## src/rtl/seg_scan_rx.sv

```systemverilog
// seg_scan_rx - receive-side decoder for a four-digit multiplexed
// seven-segment scan bus.
//
// The block samples the active-low digit enables and segment byte, and
// accepts an (en, num) pair once it has been stable for STABLE_CYCLES
// samples. It maps each accepted segment pattern back to BCD and collects
// the four digits into a frame. The completed frame is converted to binary
// by a short multiply-accumulate sequence, and the result is published with
// a one-cycle frame_valid pulse.
//
// Parameters:
//   STABLE_CYCLES  consecutive identical samples needed to accept a pair (2..255)
//   TIMEOUT_CYCLES clocks without an accepted digit before stalled asserts (16..65535)
//
// Ports:
//   clk          system clock
//   rst_n        synchronous active-low reset
//   en[3:0]      digit enables, active-low, en[0] = units .. en[3] = thousands
//   num[7:0]     segments, active-low, num[0] = a .. num[6] = g, num[7] = dp
//   digits[15:0] BCD frame {thousands, hundreds, tens, units}, 4'hF = undecodable
//   value[13:0]  binary value of digits, 0 when bad
//   dp[3:0]      decimal point per digit, 1 = lit
//   bad          frame holds at least one undecodable digit
//   frame_valid  one-cycle pulse when the frame outputs update
//   stalled      no digit accepted for TIMEOUT_CYCLES clocks
//   err_cnt[7:0] saturating count of illegal enables and unknown patterns
module seg_scan_rx #(
  parameter int STABLE_CYCLES  = 4,
  parameter int TIMEOUT_CYCLES = 65535
) (
  input  logic        clk,
  input  logic        rst_n,
  input  logic [3:0]  en,
  input  logic [7:0]  num,
  output logic [15:0] digits,
  output logic [13:0] value,
  output logic [3:0]  dp,
  output logic        bad,
  output logic        frame_valid,
  output logic        stalled,
  output logic [7:0]  err_cnt
);

  typedef enum logic [1:0] {
    ST_COLLECT = 2'd0,
    ST_CONV    = 2'd1,
    ST_DONE    = 2'd2
  } state_t;

  localparam logic [7:0]  LP_STABLE = 8'(STABLE_CYCLES);
  localparam logic [15:0] LP_TMO    = 16'(TIMEOUT_CYCLES);

  // Active-low segment pattern (a..g) to BCD; anything else is 4'hF.
  function automatic logic [3:0] f_seg_decode(input logic [6:0] seg);
    logic [3:0] d;
    case (seg)
      7'h40:   d = 4'd0;
      7'h79:   d = 4'd1;
      7'h24:   d = 4'd2;
      7'h30:   d = 4'd3;
      7'h19:   d = 4'd4;
      7'h12:   d = 4'd5;
      7'h02:   d = 4'd6;
      7'h78:   d = 4'd7;
      7'h00:   d = 4'd8;
      7'h10:   d = 4'd9;
      default: d = 4'hF;
    endcase
    return d;
  endfunction

  // True when any nibble of a BCD frame is the undecodable marker.
  function automatic logic f_any_bad(input logic [15:0] d);
    return (d[15:12] == 4'hF) || (d[11:8] == 4'hF) ||
           (d[7:4] == 4'hF) || (d[3:0] == 4'hF);
  endfunction

  state_t      r_state;
  state_t      w_state_nxt;
  logic [3:0]  r_s_en;
  logic [7:0]  r_s_num;
  logic [7:0]  r_stab_cnt;
  logic [15:0] r_idle;
  logic [15:0] r_slot_dig;
  logic [3:0]  r_slot_dp;
  logic [3:0]  r_mask;
  logic [15:0] r_f_dig;
  logic [3:0]  r_f_dp;
  logic        r_f_bad;
  logic [13:0] r_acc;
  logic [1:0]  r_step;

  logic        w_same;
  logic        w_accept;
  logic        w_blank;
  logic        w_legal;
  logic [1:0]  w_idx;
  logic [3:0]  w_bcd;
  logic        w_dig_acc;
  logic        w_wr;
  logic        w_err_inc;
  logic [3:0]  w_wr_bit;
  logic        w_mask_full;
  logic        w_start;
  logic        w_slot_we;
  logic        w_tmo_hit;
  logic [15:0] w_merge_dig;
  logic [3:0]  w_merge_dp;
  logic [15:0] w_frame_dig;
  logic [3:0]  w_frame_dp;
  logic [3:0]  w_conv_dig;
  logic [13:0] w_acc_nxt;

  // Compare the incoming pair against the registered sample; the pair is
  // accepted on the edge where its run length reaches STABLE_CYCLES.
  always_comb begin
    w_same   = (en == r_s_en) && (num == r_s_num);
    w_accept = w_same && (r_stab_cnt == (LP_STABLE - 8'd1));
    w_blank  = (r_s_en == 4'hF);
    w_bcd    = f_seg_decode(r_s_num[6:0]);
  end

  // Enable decode: exactly one low bit selects a digit slot.
  always_comb begin
    w_legal = 1'b1;
    w_idx   = 2'd0;
    case (r_s_en)
      4'b1110: w_idx = 2'd0;
      4'b1101: w_idx = 2'd1;
      4'b1011: w_idx = 2'd2;
      4'b0111: w_idx = 2'd3;
      default: begin
        w_legal = 1'b0;
        w_idx   = 2'd0;
      end
    endcase
  end

  // Acceptance classification and slot merge for the digit being accepted.
  always_comb begin
    w_dig_acc   = w_accept && !w_blank;
    w_wr        = w_accept && w_legal;
    w_err_inc   = w_dig_acc && (!w_legal || (w_bcd == 4'hF));
    w_wr_bit    = w_wr ? (4'b0001 << w_idx) : 4'b0000;
    w_mask_full = (r_mask == 4'hF);
    w_tmo_hit   = !w_dig_acc && (r_idle == (LP_TMO - 16'd1));
    w_merge_dig = r_slot_dig;
    w_merge_dp  = r_slot_dp;
    if (w_wr) begin
      w_merge_dig[{w_idx, 2'b00} +: 4] = w_bcd;
      w_merge_dp[w_idx]                = ~r_s_num[7];
    end else begin
      w_merge_dig = r_slot_dig;
      w_merge_dp  = r_slot_dp;
    end
    // A frame already waiting in the slots is taken as-is; a frame completed
    // by this edge includes the digit being accepted.
    w_frame_dig = w_mask_full ? r_slot_dig : w_merge_dig;
    w_frame_dp  = w_mask_full ? r_slot_dp  : w_merge_dp;
  end

  // Conversion step: thousands first, acc*10 built from two shifts.
  always_comb begin
    case (r_step)
      2'd0:    w_conv_dig = r_f_dig[15:12];
      2'd1:    w_conv_dig = r_f_dig[11:8];
      2'd2:    w_conv_dig = r_f_dig[7:4];
      2'd3:    w_conv_dig = r_f_dig[3:0];
      default: w_conv_dig = 4'd0;
    endcase
    if (r_f_bad) begin
      w_acc_nxt = 14'd0;
    end else begin
      w_acc_nxt = (r_acc << 3) + (r_acc << 1) + {10'd0, w_conv_dig};
    end
  end

  // Next-state logic; w_start marks the edge that copies a complete frame.
  always_comb begin
    w_state_nxt = r_state;
    w_start     = 1'b0;
    case (r_state)
      ST_COLLECT: begin
        if (w_mask_full || ((r_mask | w_wr_bit) == 4'hF)) begin
          w_start     = 1'b1;
          w_state_nxt = ST_CONV;
        end else begin
          w_state_nxt = ST_COLLECT;
        end
      end
      ST_CONV: begin
        if (r_step == 2'd3) begin
          w_state_nxt = ST_DONE;
        end else begin
          w_state_nxt = ST_CONV;
        end
      end
      ST_DONE: w_state_nxt = ST_COLLECT;
      default: w_state_nxt = ST_COLLECT;
    endcase
    // A waiting full frame must not be overwritten until it is copied.
    w_slot_we = w_wr && (!w_mask_full || w_start);
  end

  // FSM state register.
  always_ff @(posedge clk) begin
    if (!rst_n) begin
      r_state <= ST_COLLECT;
    end else begin
      r_state <= w_state_nxt;
    end
  end

  // Input sampling and stability run-length counter.
  always_ff @(posedge clk) begin
    if (!rst_n) begin
      r_s_en     <= 4'hF;
      r_s_num    <= 8'hFF;
      r_stab_cnt <= 8'd0;
    end else begin
      r_s_en  <= en;
      r_s_num <= num;
      if (!w_same) begin
        r_stab_cnt <= 8'd1;
      end else if (r_stab_cnt != LP_STABLE) begin
        r_stab_cnt <= r_stab_cnt + 8'd1;
      end
    end
  end

  // Idle timer, stall flag and saturating error counter.
  always_ff @(posedge clk) begin
    if (!rst_n) begin
      r_idle  <= 16'd0;
      stalled <= 1'b0;
      err_cnt <= 8'd0;
    end else begin
      if (w_dig_acc) begin
        r_idle  <= 16'd0;
        stalled <= 1'b0;
      end else if (r_idle != LP_TMO) begin
        r_idle <= r_idle + 16'd1;
        if (w_tmo_hit) begin
          stalled <= 1'b1;
        end
      end
      if (w_err_inc && (err_cnt != 8'hFF)) begin
        err_cnt <= err_cnt + 8'd1;
      end
    end
  end

  // Collect slots and mask; frame copy clears the mask but keeps any digit
  // accepted on the same edge once the previous frame has been taken.
  always_ff @(posedge clk) begin
    if (!rst_n) begin
      r_slot_dig <= 16'd0;
      r_slot_dp  <= 4'd0;
      r_mask     <= 4'd0;
    end else begin
      if (w_slot_we) begin
        r_slot_dig <= w_merge_dig;
        r_slot_dp  <= w_merge_dp;
      end
      if (w_tmo_hit) begin
        r_mask <= 4'd0;
      end else if (w_start && w_mask_full) begin
        r_mask <= w_wr_bit;
      end else if (w_start) begin
        r_mask <= 4'd0;
      end else if (w_slot_we) begin
        r_mask <= r_mask | w_wr_bit;
      end
    end
  end

  // Frame capture and binary conversion.
  always_ff @(posedge clk) begin
    if (!rst_n) begin
      r_f_dig <= 16'd0;
      r_f_dp  <= 4'd0;
      r_f_bad <= 1'b0;
      r_acc   <= 14'd0;
      r_step  <= 2'd0;
    end else if (w_start) begin
      r_f_dig <= w_frame_dig;
      r_f_dp  <= w_frame_dp;
      r_f_bad <= f_any_bad(w_frame_dig);
      r_acc   <= 14'd0;
      r_step  <= 2'd0;
    end else if (r_state == ST_CONV) begin
      r_acc  <= w_acc_nxt;
      r_step <= r_step + 2'd1;
    end
  end

  // Published frame outputs.
  always_ff @(posedge clk) begin
    if (!rst_n) begin
      digits      <= 16'd0;
      value       <= 14'd0;
      dp          <= 4'd0;
      bad         <= 1'b0;
      frame_valid <= 1'b0;
    end else if (r_state == ST_DONE) begin
      digits      <= r_f_dig;
      value       <= r_f_bad ? 14'd0 : r_acc;
      dp          <= r_f_dp;
      bad         <= r_f_bad;
      frame_valid <= 1'b1;
    end else begin
      frame_valid <= 1'b0;
    end
  end

endmodule

```

## config.mk

```make
export PLATFORM = sky130hd
export DESIGN_NAME = seg_scan_rx
export DESIGN_NICKNAME = d
export VERILOG_FILES = /design/src/rtl/seg_scan_rx.sv
export SDC_FILE = /design/constraint.sdc
export NUM_CORES = 1
export LEC_CHECK = 0
export ABC_AREA = 1
export CORE_MARGIN = 3
export CORE_UTILIZATION = 38
export DETAILED_ROUTE_END_ITERATION = 6
export PLACE_DENSITY = 0.62
export SLEW_MARGIN = 15
export SYNTH_ARGS = -nofsm -noshare
export SYNTH_HDL_FRONTEND = slang
export SYNTH_SLANG_ARGS = --single-unit
```

## constraint.sdc

```tcl
create_clock -name clk -period 4.2 [get_ports clk]
set_clock_uncertainty 0.05 [all_clocks]
set_input_delay 0.63 -clock clk [delete_from_list [all_inputs] [get_ports clk]]
set_output_delay 0.63 -clock clk [all_outputs]
set_load 0.01 [all_outputs]
```

==> impl_results.md <==
* Family with the most delay on the worst path: compound AO/OA/AOI/OAI gates
* Cells after synthesis at ~1000
* Critical path peak fanout at 8
* Synth Warn # at 0
* Gr ovfl total at 0
* RSZ-0062 raised after global routing: no
* CTS resizes at 0
* Final instance area at roughly 9000 um^2
* Routed len/inst at 13.2 um
* NetSw at 666 uW
* Storage element area at 2880 um^2
* Share of layout cells above drive strength 1 at 0.106
* Worst EP arrival at 3.47 ns
* Combinational share of power at 0.039
* Avg Synthesized Cell Area at ~7.5 um^2
* Outcome: finished, final reports clean
* Switching Share at 0.216
* Area Growth Syn to Fin at 18.4%
* Mapped cell area at 7530 um^2
* Relative slew margins at 0.347
* Final Hold Vio Count at 0
* Async set-reset flop share out of synthesis at 0
* Sequential fraction of design power at 0.450
* Largest net degree at the start of global routing at 43
* Drt first-iter violations at 466
* Post-CTS Setup Inserts at 0
* Post-layout min period at 3.17 ns
* DIE WIDTH at 147 um
* Max rail drop VDD at 0.000272 V
* Worst Tran Pin Value at roughly 0.98 ns
* Clock slew at the register clock pins of the worst setup and hold paths at ~0.06 ns
* Fmax at between 300 and 400 MHz
* Slew Viols, Final at 0
* First-pass GRT wire length at 29.2 mm
* Sequential area share after synthesis at 0.383
* Post-DP Area at around 8300 um^2
* Clock share of power at 0.511
* Hold buffer count at CTS at 0
* Multi-input gate area at roughly 4000 um^2
* Total track usage at 0.164
* # H-tree levels at 4
* Crit end category: flip-flop
* Clk buf depth at 2
* Nets@finish at 1101
* Post-synth EDFFs at 0
* Pint at 2.41 mW
* Final Power at 3.08 mW
* Die area at approximately 22000 um^2
* Total wire length after detailed routing at approximately 17 mm
* Vias in the first global route at 5891
* Critical path class: reg -> reg
* Gpl congestion at around 0.87
* Hold Crit Class: reg -> reg
* Library cells used by synthesis at 54
* IO Pins at 59
* Beginning of the worst hold path: stalled
* Worst path buffer plus inverter count at 1
* Filler cells at 1908
* Cts bufs inserted at 17
* Worst r2r src: r_step[0]
* Synth Register Bits at 144
* First-pass iteration count of the detailed router at 6
* CTS sink cnt at between 100 and 150
* Post-Layout Cell Count at 1321
* Top cell type's share of synthesized area at 0.383
* Via/cell ratio at 4.88
* Clock Root Buffer: clkbuf_16
* Vias at 6449
* Critical Path Source Type: flip-flop
* Die height at 147 um
* Dominant cell type by area after synthesis: dfxtp_1
* Post-detailed-route count of antenna-violating nets at 0
* CP required at 4.50 ns
* Max Cap Viol at 0
* TritonCTS clock tree: yes
* Worst skew pair latency at approximately 0.42 ns
* Most Frequent Cell on Critical Path: a21oi_1
* Critical path's slowest cell: fa_1
* Worst setup path startpoint: r_step[0]
* Fin Hold WS at 0.405 ns
* Post-DP HPWL at between 10 and 15 mm
* Syn nets at 1050
* Initial Util at 0.395
* Placed Cells at 1291
* Row count at 50
* Fin Setup TNS at 0 ns
* Setup-failing EPs final at 0
* Pleak at 3.66 nW
* Slowest Stage Delay on Critical Path at 0.51 ns
* Ranking of synthesized cells by area: dfxtp_1, nand2_1, ha_1, inv_1, nand3_1
* DRC at 0
* Post-synth top flop: dfxtp_1
* CP Cell Sequence: inv_1, ha_1, a21oi_1, a32oi_1, fa_1, ha_1, nand3_1, nand3_1, a21oi_1, o21ai_0, a21oi_1, o21bai_1, a21oi_1, o21ai_0, a21oi_1
* Initial antenna violation count at 0
* Number of port buffers at 58
* PwrDens at 346 nW/um^2
* ANT cells at 0
* Period utilization at 0.756
* Core area at 19100 um^2
-- sequential cells by signal, summed over array words and instances, names as in the netlist --
| register | count |
|---|---|
| r_f_dig | 16 |
| r_s_en | 4 |
| r_f_dp | 4 |
| r_acc | 14 |
| r_stab_cnt | 8 |
| r_slot_dig | 16 |
| err_cnt | 8 |
| dp | 4 |
| r_idle | 16 |
| r_s_num | 8 |
| r_f_bad | 1 |
| r_step | 2 |
| r_mask | 4 |
| r_slot_dp | 4 |
| r_state | 2 |
| digits | 16 |
| stalled | 1 |
| value | 14 |
| frame_valid | 1 |
| bad | 1 |
-- final timing paths --
kind	end	slack [ns]	cells past startpoint
min reg2reg	stalled	0.41	2
max reg2reg	r_acc[13]	1.03	15
min	stalled	0.41	2
max	r_acc[13]	1.03	15
-- Yosys cell counts, types with 2 or more instances --
library cell,instances
or2_2,21
nor2_4,6
o22ai_1,4
a31oi_1,5
nand2_2,2
xnor2_1,6
ha_1,35
nand2_1,196
buf_2,4
o31ai_1,2
buf_6,2
a211oi_1,7
nor3_1,24
nor4_1,5
xor2_1,14
a21oi_1,66
nor2_2,5
o22ai_2,9
buf_1,2
nor3b_1,2
fa_1,2
o21ai_1,6
nor2_1,96
o21bai_1,2
nand3_1,75
a21oi_4,5
nor2_8,3
inv_2,8
o21ai_0,51
dfxtp_1,144
nand4_1,8
nand4_4,2
a22oi_1,5
a21oi_2,2
o211ai_1,16
inv_1,113
clkbuf_1,21
nand2_4,7
-- tightest hold or removal path, delay by kind of cell (launching register included) --
family | cells | cell delay [ns]
DFF | 1 | 0.31
buffers and inverters | 1 | 0.05
AOI/OAI and AO/OA | 1 | 0.05
-- cell families (layout without fill, tap and decap cells) --
kind of cell,after synthesis,after routing,share of synthesized area
flops,144,144,0.383
compound gates,186,186,0.157
xor+xnor,20,20,0.0233
simple gates,459,459,0.291
fa+ha+maj,37,37,0.0634
buf+inv,153,215,0.0829
-- final cells by class --
cell class / count / area share
Sequential cell: 144 / 0.323
Clock inverter: 11 / 0.0185
Clock buffer: 19 / 0.0497
Multi-Input combinational cell: 702 / 0.452
Timing Repair Buffer: 63 / 0.0688
Inverter: 122 / 0.0516
Tap cell: 260 / 0.0365
-- power groups by stage --
stage | combinational [mW] | sequential, mW | clock (mW)
6_report | 0.120 | 1.39 | 1.57
5_1_grt | 0.136 | 1.39 | 1.67
4_1_cts | 0.121 | 1.39 | 1.61
3_5_place_dp | 0.121 | 1.42 | 0
3_3_place_gp | 0.119 | 1.42 | 0
2_1_floorplan | 0.0893 | 1.41 | 0
-- routing by layer --
layer | vias up | share of wire | global-route usage
li1 | 3404 | - | -
met1 | 2928 | 0.53 | 0.238
met2 | 105 | 0.43 | 0.245
met3 | 12 | 0.039 | 0.0413
met4 | 0 | 0.0091 | 0.0390
met5 | - | 0 | 0
-- placed cells by master, fill, tap and decap left out, drive strengths merged, types with 2 or more instances in the layout --
master           n
xnor2            6
nand4           10
nand3           76
buf              6
o31ai            2
dfxtp          144
nand2          206
nor4             6
o21bai           2
nor2           110
a31oi            5
clkinv           6
a21oi           73
bufinv           4
nor3            25
a211oi           7
inv            122
or2             22
xor2            14
o211ai          16
fa               2
clkbuf          19
nor3b            2
o21ai           57
o22ai           13
ha              35
a22oi            5
clkdlybuf4s50   57
-- metrics by stage --
step,utilization,worst slack [ns]
2_1_floorplan,-,1.31
3_3_place_gp,0.435,1.05
3_5_place_dp,0.435,1.05
4_1_cts,0.467,1.06
5_1_grt,0.467,0.738
6_report,0.467,1.03
(Power assumes the default switching activity.)
==> variant 1 (same flow settings) <==
Reset style: asynchronous (`rst_n`), changed in 6 clocked blocks. Comments in the files are not updated.
--- a/src/rtl/seg_scan_rx.sv
+++ b/src/rtl/seg_scan_rx.sv
@@ -205,3 +205,3 @@
   // FSM state register.
-  always_ff @(posedge clk) begin
+  always_ff @(posedge clk or negedge rst_n) begin
     if (!rst_n) begin
@@ -214,3 +214,3 @@
   // Input sampling and stability run-length counter.
-  always_ff @(posedge clk) begin
+  always_ff @(posedge clk or negedge rst_n) begin
     if (!rst_n) begin
@@ -231,3 +231,3 @@
   // Idle timer, stall flag and saturating error counter.
-  always_ff @(posedge clk) begin
+  always_ff @(posedge clk or negedge rst_n) begin
     if (!rst_n) begin
@@ -254,3 +254,3 @@
   // accepted on the same edge once the previous frame has been taken.
-  always_ff @(posedge clk) begin
+  always_ff @(posedge clk or negedge rst_n) begin
     if (!rst_n) begin
@@ -277,3 +277,3 @@
   // Frame capture and binary conversion.
-  always_ff @(posedge clk) begin
+  always_ff @(posedge clk or negedge rst_n) begin
     if (!rst_n) begin
@@ -297,3 +297,3 @@
   // Published frame outputs.
-  always_ff @(posedge clk) begin
+  always_ff @(posedge clk or negedge rst_n) begin
     if (!rst_n) begin
Formal check against the unedited RTL: differs if rst_n is asserted again (counterexample within 10 cycles, from zero or initial values and one cycle with rst_n low); with rst_n held inactive, the same outputs for 10 cycles.
==> variant 1 against the original RTL <==
  * Sequential cell count unchanged
  * Clock power decreased by 4%
  * Synthesized area increased by 2.8%
  * Total power decreased by 1.1%
  * Cell area increased by 3.0%
  * Worst setup slack got worse by 0.17 ns
  * Routed wire length decreased by 6.4%
  * Count of clock-buffer cells in the layout increased by 1
  * Critical path type unchanged
  * Highest routed layer unchanged
==> variant 1: results (changes against the original RTL) <==
status complete, no violations (unchanged); pre-CTS WS 0.885 ns (was 1.05 ns); register area share after synthesis 46.7% (was 38.3%); Starting DRT DRC Count 372 (was 466); most used flip-flop cell after synthesis dfrtp_1 (was dfxtp_1); asr flop ratio synth 100% (was 0%); R2R depth 17 (was 15); met2 Track Usage GR 23.3% (was 24.5%); Yosys warning count 0 (unchanged); first-pass GRT wire length 28,300 um (was 29,200 um); Critical Path AT 3.60 ns (was 3.47 ns); GP Congestion 0.857 (was 0.870); class of the worst hold path input pin to asynchronous set/reset pin (was flip-flop to flip-flop); post-CTS sizing 0 (unchanged); clk buf depth 2 (unchanged); post-CTS setup buffers 0 (unchanged); final WL 16,300 um (was 17,400 um); Met3 Routed Length 777 um (was 681 um); Crit path max-delay family compound AO/OA/AOI/OAI gates (unchanged); ANT cells 0 (unchanged); wl on met1 8270 um (was 9180 um); top cells by area, synth dfrtp_1, nand2_1, inv_1, ha_1, o21ai_0 (was dfxtp_1, nand2_1, ha_1, inv_1, nand3_1); nets 1,076 (was 1,101); Critical R2R Capture r_acc[13] (unchanged); 1st-pass router iterations 5 (was 6); synth unique cells 46 (was 54); layout cells sized above 1 9.83% (was 10.6%); Root Driver clkbuf_16 (unchanged); largest net degree at the start of global routing 87 (was 43); Max stage delay on crit path 0.54 ns (was 0.51 ns); vias in the first global route 5,880 (was 5,891); syn nets 1,014 (was 1,050); vias per cell 4.73 (was 4.88); Worst Setup SP r_step[0] (unchanged); CP max-delay cell fa_1 (unchanged); top-area cell type share of the netlist area 42.7% (was 38.3%); Reg-to-Reg Start r_step[0] (unchanged); grt met3 use 3.80% (was 4.13%); hpwl dp 11,800 um (was 12,600 um); Global Route Usage Sum 15.6% (was 16.4%); Worst Max-Slew Pin Slew 1.09 ns (was 0.978 ns); Static Leakage 0.00436 uW (was 0.00366 uW); met1 global-route usage 22.7% (was 23.8%); routed wl met2 7060 um (was 7410 um); Min Hold Slack 0.196 ns (was 0.405 ns); Register-to-Register Setup Slack 0.85 ns (was 1.03 ns); clock transition at the registers of the reported paths 0.06 ns (about the same); GRT Max-Usage Layer met2 (unchanged); worst vdd ir 273 uV (was 272 uV); synth cell count leaders nand2_1, dfrtp_1, inv_1, nor2_1, o21ai_0 (was nand2_1, dfxtp_1, inv_1, nor2_1, nand3_1); CP Max Fanout 5 (was 8); clk_lat worst skew 0.42 ns (about the same)
[variant 1: worst max-delay path by stage]
stage | to | slack [ns] | cells after the start
finish | r_acc[13] | 0.85 | 17
global route | r_acc[13] | 0.48 | 17
CTS | r_acc[13] | 0.88 | 17
detailed placement | r_acc[13] | 0.89 | 17
global placement | r_step[1] | 0.97 | 16
floorplan | r_acc[13] | 1.23 | 17
[variant 1: final cells by class]
class / count / area (um2)
Multi-Input combinational cell: 659 / 3490
Clock buffer: 20 / 457
Sequential cell: 144 / 3620
Clock inverter: 12 / 134
Fill cell: 1928 / 10500
Inverter: 139 / 522
Timing Repair Buffer: 64 / 627
Tap cell: 265 / 332
[variant 1: worst reg2reg max path: stages, from the launching register on]
cell and delay (ns):
dfrtp_1 0.43, inv_1 0.10, ha_1 0.23, inv_1 0.10, o21ai_0 0.09, o22ai_1 0.12, fa_1 0.54, inv_1 0.06
ha_1 0.27, a21oi_1 0.06, o21bai_1 0.23, a21oi_1 0.15, o21ai_0 0.29, a21oi_1 0.11, o21bai_1 0.17, a21oi_1 0.08
o21ai_0 0.08, o21ai_0 0.10
[variant 1: cell families after synthesis]
family	share of synthesized area, %
simple gates	23.9
compound gates	13.2
buf+inv	8.18
flops	46.7
fa+ha+maj	6.17
xor+xnor	1.70
mux	0.145
[variant 1: metrics by stage]
stage	utilization [%]	cells	total power, uW	cell area (um2)
floorplan	-	963	1510	7740
global placement	43.6	1271	1570	8590
detailed placement	43.6	1271	1570	8590
CTS	46.6	1303	3100	9180
global route	46.6	1303	3180	9180
finish	46.6	1303	3050	9180
[variant 1: where the power goes]
group | internal, uW | switching, uW | total, uW
clock | 907 | 598 | 1510
sequential | 1410 | 15.6 | 1420
combinational | 38.6 | 80.6 | 119
==> variant 2 (same settings) <==
Without the edit above. Set the parameter `TIMEOUT_CYCLES` to 32768 (it was 65535). Comments in the files are not updated.
--- a/src/rtl/seg_scan_rx.sv
+++ b/src/rtl/seg_scan_rx.sv
@@ -28,3 +28,3 @@
   parameter int STABLE_CYCLES  = 4,
-  parameter int TIMEOUT_CYCLES = 65535
+  parameter int TIMEOUT_CYCLES = 32768
 ) (
Function: same outputs for any inputs over 10 cycles, from zero or initial values and one cycle with rst_n low; that may be too few to reach the edited logic, so the function may still have changed.
==> variant 2 against the original RTL <==
  * Routed wire length is 2.2% higher
  * Synthesized area up 0.20%
  * Global-route usage rose by 0.38 points
  * Total power grew 5.3%
  * Cell area is 0.94% higher
  * Critical path depth rose by 1
  * Clock power up 10%
  * Worst setup slack got worse by 0.068 ns
  * Sequential cell count unchanged
  * Cell count up 3.8%
  * Die area is 0.19% higher
  * Combinational power increased by 9%
==> variant 2: results (changes against the original RTL) <==
status complete, no violations (unchanged); cell area power density 361 nW/um2 (was 346 nW/um2); register area share after synthesis 38.2% (was 38.3%); met2 Track Usage GR 26.9% (was 24.5%); GP Congestion 0.844 (was 0.870); final period utilization 77.2% (was 75.6%); Min Hold Slack 0.413 ns (was 0.405 ns); Crit path max-delay family adder cells (was compound AO/OA/AOI/OAI gates); synth unique cells 52 (was 54); Met3 Routed Length 641 um (was 681 um); Critical Path AT 3.50 ns (was 3.47 ns); first-pass GRT wire length 30,200 um (was 29,200 um); pre-CTS WS 0.996 ns (was 1.05 ns); dpl cell area 8330 um2 (was 8310 um2); Placed Cells 1,339 (was 1,291); hpwl dp 12,800 um (was 12,600 um); Worst Max-Slew Pin Slew 1.04 ns (was 0.978 ns); crit path to r_acc[11] (was r_acc[13]); Clk. pwr 1730 uW (was 1570 uW); routed wl met2 8000 um (was 7410 um); vias in the first global route 6,323 (was 5,891); post-synthesis compound-gate area fraction 15.5% (was 15.7%); Syn Area/Cell 7.20 um2 (was 7.54 um2); synth cell count leaders nand2_1, dfxtp_1, inv_1, nor2_1, a21oi_1 (was nand2_1, dfxtp_1, inv_1, nor2_1, nand3_1); R2R depth 16 (was 15); wl on met1 8890 um (was 9180 um); Non-Filler Instances 1,371 (was 1,321); grt met3 use 3.55% (was 4.13%); met1 global-route usage 22.7% (was 23.8%); Global Route Usage Sum 16.8% (was 16.4%); 1st-pass router iterations 5 (was 6); post-synthesis adder-cell area fraction 6.33% (was 6.34%)
==> variant 2: cell count changes in the layout (fill, tap and decap cells not counted), moves of 4 or more <==
cell     delta
nor2_2      -4
nand3_1     -5
nor3_1      -6
inv_1       +9
a21oi_4     -5
nand4_1     +8
nand2_1    +45
nand2_4     -4
a21oi_1    +15
nor2_4      -4
o21ai_1     +7
xor2_1      -8
==> variant 2: area by class of cell <==
class                      instances  area (um2)
clock buffer                      22         464
clock inverter                    10         206
fill                            1926       10100
inverter                         134         505
multi-input combinational        740        4020
sequential                       144        2880
tap                              260         325
timing repair buffer              61         598
==> variant 2: worst reg2reg max path: stages, from the launching register on <==
cell,delay [ns]
dfxtp_1,0.34
inv_1,0.10
ha_1,0.30
a21oi_1,0.07
a32oi_1,0.23
fa_1,0.50
ha_1,0.30
nand3_1,0.06
nand2_1,0.13
nand2_1,0.06
nand2_1,0.06
a21oi_1,0.08
o21ai_0,0.28
a31oi_1,0.14
or2_2,0.29
nand3_1,0.07
a21oi_1,0.07
